`src/rtl/ps2_host_tx.sv`:
```
// Host-to-device PS/2 transmitter: inhibit, request-to-send, clocked-out frame, device ACK check.
// Optional build macro PS2_TX_RETRY_EN: retry a failed byte twice before reporting tx_error.
module ps2_host_tx #(
  parameter int CLK_FREQ_HZ = 50_000_000,
  parameter int INHIBIT_US  = 100,
  parameter int START_TO_US = 15000,
  parameter int BIT_TO_US   = 2000,
  parameter int FILT_LEN    = 8
) (
  input  logic       clk,
  input  logic       reset,
  input  logic [7:0] tx_data,
  input  logic       tx_valid,
  output logic       tx_ready,
  output logic       tx_done,
  output logic       tx_error,
  output logic       busy,
  input  logic       ps2_clk_in,
  input  logic       ps2_data_in,
  output logic       ps2_clk_oe,
  output logic       ps2_data_oe,
  output logic [2:0] dbg_state
);
  // Handshake: a byte is accepted on a cycle where tx_valid & tx_ready; tx_ready is high only in IDLE.
  localparam longint INHIBIT_CYC = longint'(INHIBIT_US)  * longint'(CLK_FREQ_HZ) / 1_000_000;
  localparam longint START_CYC   = longint'(START_TO_US) * longint'(CLK_FREQ_HZ) / 1_000_000;
  localparam longint BIT_CYC     = longint'(BIT_TO_US)   * longint'(CLK_FREQ_HZ) / 1_000_000;
  localparam longint MAX_A       = (INHIBIT_CYC > BIT_CYC) ? INHIBIT_CYC : BIT_CYC;
  localparam longint MAX_CYC     = (MAX_A > START_CYC) ? MAX_A : START_CYC;
  localparam int     TW          = $clog2(MAX_CYC);
  localparam logic [TW-1:0] INH_T    = TW'(INHIBIT_CYC);
  localparam logic [TW-1:0] START_M1 = TW'(START_CYC - 1);
  localparam logic [TW-1:0] BIT_M1   = TW'(BIT_CYC - 1);
  localparam int     FW          = $clog2(FILT_LEN + 1);
  localparam logic [FW-1:0] FILT_M1  = FW'(FILT_LEN - 1);
`ifdef PS2_TX_RETRY_EN
  localparam logic [1:0] MAX_RETRY = 2'd2;
`else
  localparam logic [1:0] MAX_RETRY = 2'd0;
`endif

  typedef enum logic [2:0] {
    S_IDLE, S_INHIBIT, S_RTS, S_SHIFT, S_ACK, S_WAIT_REL, S_DONE, S_ERROR
  } state_t;

  state_t          r_state, w_state_next;
  logic            r_clk_s1, r_clk_s2, r_dat_s1, r_dat_s2;
  logic            r_clk_f, r_clk_f_d, r_dat_f;
  logic [FW-1:0]   r_clk_cnt, r_dat_cnt;
  logic [9:0]      r_frame;
  logic [3:0]      r_bit_cnt;
  logic            r_data_drv;
  logic [TW-1:0]   r_timer;
  logic [1:0]      r_try;
  logic            w_fall, w_retry, w_reload;

  // Levels only change after FILT_LEN consecutive disagreeing samples.
  always_ff @(posedge clk) begin
    if (reset) begin
      r_clk_s1 <= 1'b1; r_clk_s2 <= 1'b1; r_dat_s1 <= 1'b1; r_dat_s2 <= 1'b1;
      r_clk_f  <= 1'b1; r_clk_f_d <= 1'b1; r_dat_f <= 1'b1;
      r_clk_cnt <= '0; r_dat_cnt <= '0;
    end else begin
      r_clk_s1  <= ps2_clk_in;  r_clk_s2 <= r_clk_s1;
      r_dat_s1  <= ps2_data_in; r_dat_s2 <= r_dat_s1;
      r_clk_f_d <= r_clk_f;
      if (r_clk_s2 == r_clk_f) r_clk_cnt <= '0;
      else if (r_clk_cnt == FILT_M1) begin r_clk_f <= r_clk_s2; r_clk_cnt <= '0; end
      else r_clk_cnt <= r_clk_cnt + FW'(1);
      if (r_dat_s2 == r_dat_f) r_dat_cnt <= '0;
      else if (r_dat_cnt == FILT_M1) begin r_dat_f <= r_dat_s2; r_dat_cnt <= '0; end
      else r_dat_cnt <= r_dat_cnt + FW'(1);
    end
  end

  assign w_fall   = r_clk_f_d & ~r_clk_f;
  assign w_retry  = (r_try != MAX_RETRY);
  // Falls only restart the timer in the phases clocked by the device, so inhibit is never stretched.
  assign w_reload = (w_state_next != r_state) || (w_fall && (r_state == S_SHIFT || r_state == S_ACK));

  always_ff @(posedge clk) begin
    if (reset) r_state <= S_IDLE;
    else       r_state <= w_state_next;
  end

  always_comb begin
    w_state_next = r_state;
    case (r_state)
      S_IDLE:     if (tx_valid) w_state_next = S_INHIBIT;
      S_INHIBIT:  if (r_timer == INH_T) w_state_next = S_RTS;
      S_RTS:      w_state_next = S_SHIFT;
      S_SHIFT: begin
        if (w_fall) begin
          if (r_bit_cnt == 4'd9) w_state_next = S_ACK;
        end else if (r_timer >= ((r_bit_cnt == 4'd0) ? START_M1 : BIT_M1)) begin
          w_state_next = S_ERROR;
        end
      end
      S_ACK: begin
        if (w_fall)                 w_state_next = r_dat_f ? S_ERROR : S_WAIT_REL;
        else if (r_timer >= BIT_M1) w_state_next = S_ERROR;
      end
      S_WAIT_REL: begin
        if (r_clk_f && r_dat_f)     w_state_next = S_DONE;
        else if (r_timer >= BIT_M1) w_state_next = S_ERROR;
      end
      S_DONE:     w_state_next = S_IDLE;
      S_ERROR:    w_state_next = w_retry ? S_INHIBIT : S_IDLE;
      default:    w_state_next = S_IDLE;
    endcase
  end

  always_comb begin
    tx_ready    = (r_state == S_IDLE);
    busy        = (r_state != S_IDLE);
    tx_done     = (r_state == S_DONE);
    tx_error    = (r_state == S_ERROR) && !w_retry;
    ps2_clk_oe  = (r_state == S_INHIBIT) || (r_state == S_RTS);
    ps2_data_oe = (r_state == S_RTS) || ((r_state == S_SHIFT) && r_data_drv);
    dbg_state   = r_state;
  end

  // The start bit is driven from RTS, so fall n places frame bit n-1.
  always_ff @(posedge clk) begin
    if (reset) begin
      r_frame <= '0; r_bit_cnt <= '0; r_data_drv <= 1'b0; r_timer <= '0; r_try <= '0;
    end else begin
      if (w_reload)            r_timer <= TW'(1);
      else if (r_timer != '1)  r_timer <= r_timer + TW'(1);
      case (r_state)
        S_IDLE: if (tx_valid) begin
          r_frame <= {1'b1, ~^tx_data, tx_data};
          r_try   <= '0;
        end
        S_RTS: begin
          r_bit_cnt  <= '0;
          r_data_drv <= 1'b1;
        end
        S_SHIFT: if (w_fall) begin
          r_data_drv <= ~r_frame[r_bit_cnt];
          r_bit_cnt  <= r_bit_cnt + 4'd1;
        end
        S_ERROR: if (w_retry) r_try <= r_try + 2'd1;
        default: ;
      endcase
    end
  end
endmodule
```
`config.mk`:
```
export PLATFORM = sky130hd
export DESIGN_NAME = ps2_host_tx
export DESIGN_NICKNAME = d
export VERILOG_FILES = /design/src/rtl/ps2_host_tx.sv
export SDC_FILE = /design/constraint.sdc
export NUM_CORES = 1
export LEC_CHECK = 0
export BUFFER_PORTS_ARGS = -buffer_cell sky130_fd_sc_hd__buf_2
export CORE_ASPECT_RATIO = 1.1
export CORE_MARGIN = 2
export CORE_UTILIZATION = 45
export CTS_BUF_LIST = sky130_fd_sc_hd__clkbuf_4
export DETAILED_ROUTE_END_ITERATION = 10
export HOLD_SLACK_MARGIN = 0.15
export MAX_ROUTING_LAYER = met4
export SYNTH_ARGS = -nofsm -noshare
export SYNTH_HDL_FRONTEND = slang
export SYNTH_SLANG_ARGS = --single-unit
```
`constraint.sdc`:
```
create_clock -name clk -period 2.7 [get_ports clk]
set_clock_uncertainty 0.1 [all_clocks]
set_input_delay 0.135 -clock clk [delete_from_list [all_inputs] [get_ports clk]]
set_output_delay 0.135 -clock clk [all_outputs]
set_load 0.05 [all_outputs]
```
==> qor.txt, run 1 <==
status: completed
FF-to-FF path depth: 11
All-Layer GR Usage: 0.202
CP max stage cell: dfxtp_2
iteration count of the initial detailed-routing pass: 7
Final Setup Violations: 0
die width: 86.1 um
clk buf depth: 2
core area: 7090 sq um
total CTS buffers: 5
WP data arrival: 2760 ps
via count: 2830
Adder-Cell Fraction of Synth Area: 0.0712
first-pass GRT wire length: 12900 um
actual slew at the worst max-slew pin: 685 ps
I/O pin count: 22
CTS tree: built
CP max stage delay: 360 ps
post-route cell area: 3960 sq um
final setup margin: 134 ps
Layout Nets: 441
max frequency: 0.390 GHz
Gate Count Post-Synth: 361
ys async rst share: 0
clk_lat worst skew: 380 ps
syn nets: 393
Routed Antenna Nets: 0
syn_area_per_cell: 9.25 sq um
worst-path cell chain: inv_2, ha_4, nand2_4, ha_1, a211o_1, a31o_1, a2111oi_4, a221oi_4, buf_6, buf_4, o31a_1
vias per inst: 5.72
row cnt: 32
setup slack, reg-to-reg: 130 ps
max-capacitance violation count: 0
Critical path buffers and inverters: 3
Area after DPL: 3570 sq um
DP Worst Slack: -43.5 ps
First DRT Iteration DRCs: 104
crit end category: register
delay-heaviest family, CP: compound AO/OA/AOI/OAI gates
Antenna diodes: 0
main combinational cell family by area after synthesis: simple AND/OR/NAND/NOR gates
Synth Area in Simple Gates: 0.282
Slew Limit Fails: 0
initial antenna violation count: 0
Design Power: 1.50 mW
Die H: 94.4 um
share of layout cells above drive strength 1: 0.241
Setup TNS: 0 ps
vias in the first global route: 2750
number of synthesized flops with an enable pin: 0
Die Area: 8130 sq um
Mapped Area: 3340 sq um
Area growth syn-to-layout: 18.6%
Worst-path clk slew: 170 ps
WP data required: 2890 ps
crit start category: register
root buffer cell: clkbuf_4
placer congestion estimate: 0.847
CP Class: register to register
CTS Sinks: 55
Leak Pwr: 1.60 nW
Most used DFF post-synth: dfxtp_1
multiplexer area fraction after synthesis: 0.0435
Max FO, Critical Path: 4
distinct cell type count after synthesis: 62
dpl hpwl: 5220 um
sequential element share of the synthesized area: 0.330
min Tclk post-route: 2570 ps
Synth Area in Compound Gates: 0.141
Max IR drop VDD: 0.244 mV
core occupancy in the finished layout: 0.559
YS warnings: 0
Slew HR: 0.542
Crit. path cell count: 11
Final Hold Viols: 0
Worst Hold Class: register to register
worst hold stages: 1
largest net degree at the start of global routing: 26
htree depth: 2
global route total overflow: 0
commonest cells after routing, fill and taps aside: 52 x dfxtp_1, 27 x nor2_1, 26 x nand2_1
Initial Util: 0.471
Post-Synth XOR/XNOR Area: 0.0682
DRC Markers: 0
Routed WL per cell: 15.0 um
synthesized flop and latch total: 55
total wire length: 7440 um
ratio of final minimum period to clock period: 0.950
most common cell after layout, fill and taps aside: dfxtp_1
Power Density: 378 nW/um^2
Buffers on Ports: 21
[worst paths after layout]
| check | startpoint | to |
|---|---|---|
| min | r_clk_s1$_SDFF_PP1_ | r_clk_s2$_SDFF_PP1_ |
| max reg2reg | r_bit_cnt[1]$_SDFFE_PP0P_ | r_timer[0]$_SDFFE_PP0P_ |
| max | r_bit_cnt[1]$_SDFFE_PP0P_ | r_timer[0]$_SDFFE_PP0P_ |
| min reg2reg | r_clk_s1$_SDFF_PP1_ | r_clk_s2$_SDFF_PP1_ |
[metal layers]
layer / track usage / vias up / routed length (um)
met2: 0.354 / 74 / 3740
li1: - / 1406 / -
met5: - / - / 0
met3: 0.0253 / 4 / 322
met1: 0.247 / 1346 / 3320
met4: 0.0489 / 0 / 55
[kinds of logic after synthesis]
logic type	count (synthesis)
AND/OR/NAND/NOR	145
AO/OA/AOI/OAI	66
flip-flops	55
buffers and inverters	38
XOR/XNOR	26
adder cells (fa/ha/maj)	19
multiplexers	12
[worst register-to-register path, stage by stage, from the launching register on]
cell,delay (ps)
dfxtp_2,360
inv_2,80
ha_4,130
nand2_4,50
ha_1,290
a211o_1,260
a31o_1,210
a2111oi_4,350
a221oi_4,110
buf_6,150
buf_4,130
o31a_1,280
[synthesized netlist by cell type (3+ instances only)]
| cell | n | share of area |
|---|---|---|
| a21oi_1 | 20 | 0.030 |
| and2_1 | 4 | 0.0075 |
| and3_1 | 7 | 0.013 |
| and4_1 | 7 | 0.018 |
| buf_2 | 3 | 0.0045 |
| buf_4 | 3 | 0.0067 |
| buf_6 | 5 | 0.017 |
| clkbuf_1 | 7 | 0.0079 |
| dfxtp_1 | 55 | 0.33 |
| ha_1 | 19 | 0.071 |
| inv_1 | 17 | 0.019 |
| mux2i_1 | 10 | 0.030 |
| nand2_1 | 27 | 0.030 |
| nand2b_1 | 6 | 0.011 |
| nand3_1 | 9 | 0.013 |
| nand3b_1 | 4 | 0.0090 |
| nand4_1 | 3 | 0.0056 |
| nor2_1 | 28 | 0.031 |
| nor3_1 | 9 | 0.013 |
| nor4_2 | 20 | 0.075 |
| o2111ai_1 | 3 | 0.0079 |
| o21ai_0 | 11 | 0.016 |
| or2_2 | 5 | 0.0094 |
| or3_1 | 4 | 0.0075 |
| xnor2_1 | 15 | 0.039 |
| xor2_1 | 11 | 0.029 |
[state kept, by name, summed over array words and instances, names as in the netlist, 2 cells and up]
register	count
dbg_state	3
r_clk_cnt	4
r_bit_cnt	4
r_dat_cnt	4
r_try	2
r_frame	10
r_timer	20
[report_power, final]
group	total, mW	switching [mW]	internal (mW)
clock	0.470	0.272	0.198
combinational	0.184	0.104	0.0800
sequential	0.845	0.0133	0.831
total	1.50	0.389	1.11
[metrics by stage]
step                hold slack (ps)  std cells
floorplan                       139        361
global placement                217        462
detailed placement              224        462
CTS                             337        494
global route                    360        495
finish                          343        495
[area by class of cell]
| type | instances | area, sq um |
|---|---|---|
| fillers | 658 | 3130 |
| multi-input cells | 268 | 2110 |
| flip-flops and latches | 55 | 1100 |
| repair buffers | 61 | 484 |
| well taps | 85 | 106 |
| inverters | 18 | 67.6 |
| clock inverters | 3 | 46.3 |
| clock buffers | 5 | 37.5 |
[repair_timing]
action / CTS / global route
buffers inserted: 4 / 1
resized for setup: 6 / 8
hold buffers: 20 / 0
setup endpoints to repair: 18 / 21
pin swaps: 3 / 3
endpoints found under the hold margin: 18 / 0
No activity file was read; power rests on OpenSTA's default activity.
==> run 2, diff against run 1 <==
Settings changed: PLACE_DENSITY from default to 0.73.
==> run 2 against run 1 <==
Utilization grew 0.25 points. Critical path type unchanged. Via count is 0.85% lower. Global-route usage shrank 0.40 points. Setup slack worse by 74 ps. Highest routed layer unchanged. Worst hold slack worse by 11 ps. Final cell count shrank 0.61%. Final area up 0.44%.
==> qor.txt, run 2 (synthesis results as in run 1) <==
Final Setup Violations: 0 (unchanged)
DRC Markers: 0 (unchanged)
Area growth syn-to-layout: 19.1%
crit end category: register
Max IR drop VDD: 0.244 mV (about the same)
global route total overflow: 0 (unchanged)
biggest regs: r_timer x20, r_frame x10
Antenna diodes: 0 (unchanged)
Worst Hold Class: input pin to register
Die Area: 8130 sq um (unchanged)
clk buf depth: 2 (unchanged)
CTS Sinks: 55 (unchanged)
ratio of final minimum period to clock period: 0.978 (+0.0273)
All-Layer GR Usage: 0.198 (-0.00404)
Worst-path clk slew: 190 ps (+20 ps)
First DRT Iteration DRCs: 144 (+38%)
iteration count of the initial detailed-routing pass: 4 (-3)
status: completed
RSZ-0062 raised after global routing: yes
Buffers on Ports: 21 (unchanged)
Leak Pwr: 1.59 nW (-1.2%)
fin cells: 492 (-0.61%)
Design Power: 1.45 mW (-3.4%)
share of layout cells above drive strength 1: 0.241 (-0.000677)
min Tclk post-route: 2640 ps (+73.6 ps)
WP data arrival: 2840 ps (+80 ps)
Slew Limit Fails: 0 (unchanged)
most common cell after layout, fill and taps aside: dfxtp_1
Initial Util: 0.471 (unchanged)
Area after DPL: 3540 sq um (-0.98%)
die width: 86.1 um (unchanged)
Setup TNS: 0 ps (unchanged)
Largest register FFs: 20 (unchanged)
dpl hpwl: 5190 um (-0.48%)
vias per inst: 5.70 (-0.24%)
final setup margin: 60.3 ps (-73.6 ps)
Slew HR: 0.555 (+0.0128)
first-pass GRT wire length: 12700 um (-1.2%)
CTS tree: built
WP data required: 2900 ps (about the same)
vias in the first global route: 2754 (+0.15%)
total wire length: 7390 um (-0.77%)
commonest cells after routing, fill and taps aside: 52 x dfxtp_1, 27 x nor2_1, 26 x nand2_1
Power Density: 364 nW/um^2 (-3.9%)
Routed Antenna Nets: 0 (unchanged)
placer congestion estimate: 0.901 (+6.4%)
row cnt: 32 (unchanged)
max-capacitance violation count: 0 (unchanged)
crit start category: register
core area: 7090 sq um (unchanged)
Inst Count DP: 459 (-0.65%)
clk_lat worst skew: 400 ps (+20 ps)
Max FO, Critical Path: 6 (+2)
Final Hold Viols: 0 (unchanged)
post-route cell area: 3980 sq um (+0.44%)
initial antenna violation count: 0 (unchanged)
total CTS buffers: 5 (unchanged)
core occupancy in the finished layout: 0.561 (+0.00247)
Hold WS: 332 ps (-11.0 ps)
largest net degree at the start of global routing: 26 (unchanged)
Routed WL per cell: 15.0 um (-0.16%)
Layout Nets: 438 (-0.68%)
Fillers: 590 (-10%)
via count: 2806 (-0.85%)
htree depth: 2 (unchanged)
root buffer cell: clkbuf_4
actual slew at the worst max-slew pin: 668 ps (-17.6 ps)
DP Worst Slack: -8.37 ps (+35.1 ps)
max frequency: 0.379 GHz (-2.8%)
Die H: 94.4 um (unchanged)
I/O pin count: 22 (unchanged)
largest reg by FF count: r_timer
CP Class: register to register
[run 2: what timing repair did]
item	CTS	global route
setup endpoints to repair	16	21
gates resized for setup	1	22
endpoints found under the hold margin	14	0
setup buffers	2	4
hold buffers	19	0
pin swaps	1	7
[run 2: routing by layer]
layer / routed length, um / share of wire / up-vias / global-route usage
li1: - / - / 1399 / -
met1: 3480 / 0.47 / 1361 / 0.248
met2: 3630 / 0.49 / 37 / 0.335
met3: 179 / 0.024 / 9 / 0.0280
met4: 95 / 0.013 / 0 / 0.0529
met5: 0 / 0 / - / -
[run 2: where the power goes]
group	leakage [nW]	switching [mW]	internal (mW)	total, mW
Clock	0.0390	0.296	0.117	0.413
Combinational	1.10	0.108	0.0791	0.187
Sequential	0.448	0.0157	0.832	0.848
[run 2: final cells by class]
cell class	count	area, sq um	share of cell area
clock buffers	5	37.5	0.00943
clock inverters	3	33.8	0.00849
inverters	18	70.1	0.0176
multi-input cells	268	2180	0.547
flip-flops and latches	55	1100	0.278
well taps	85	106	0.0267
repair buffers	58	450	0.113
[run 2: final timing paths]
kind,from,end,slack [ps],cells after the start
min reg2reg,r_clk_s1$_SDFF_PP1_,r_clk_s2$_SDFF_PP1_,340,1
min,ps2_data_in,r_dat_s1$_SDFF_PP1_,330,3
max,r_bit_cnt[1]$_SDFFE_PP0P_,r_timer[0]$_SDFFE_PP0P_,60,11
max reg2reg,r_bit_cnt[1]$_SDFFE_PP0P_,r_timer[0]$_SDFFE_PP0P_,60,11
[run 2: worst max-delay path, stage by stage (launching register included)]
cell       delay [ps]
dfxtp_2           360
inv_2              70
ha_4              150
nand2_8            70
ha_4              220
a211o_1           280
a31o_1            210
a2111oi_4         400
a221oi_4          130
buf_4             160
buf_6             110
o31a_1            270
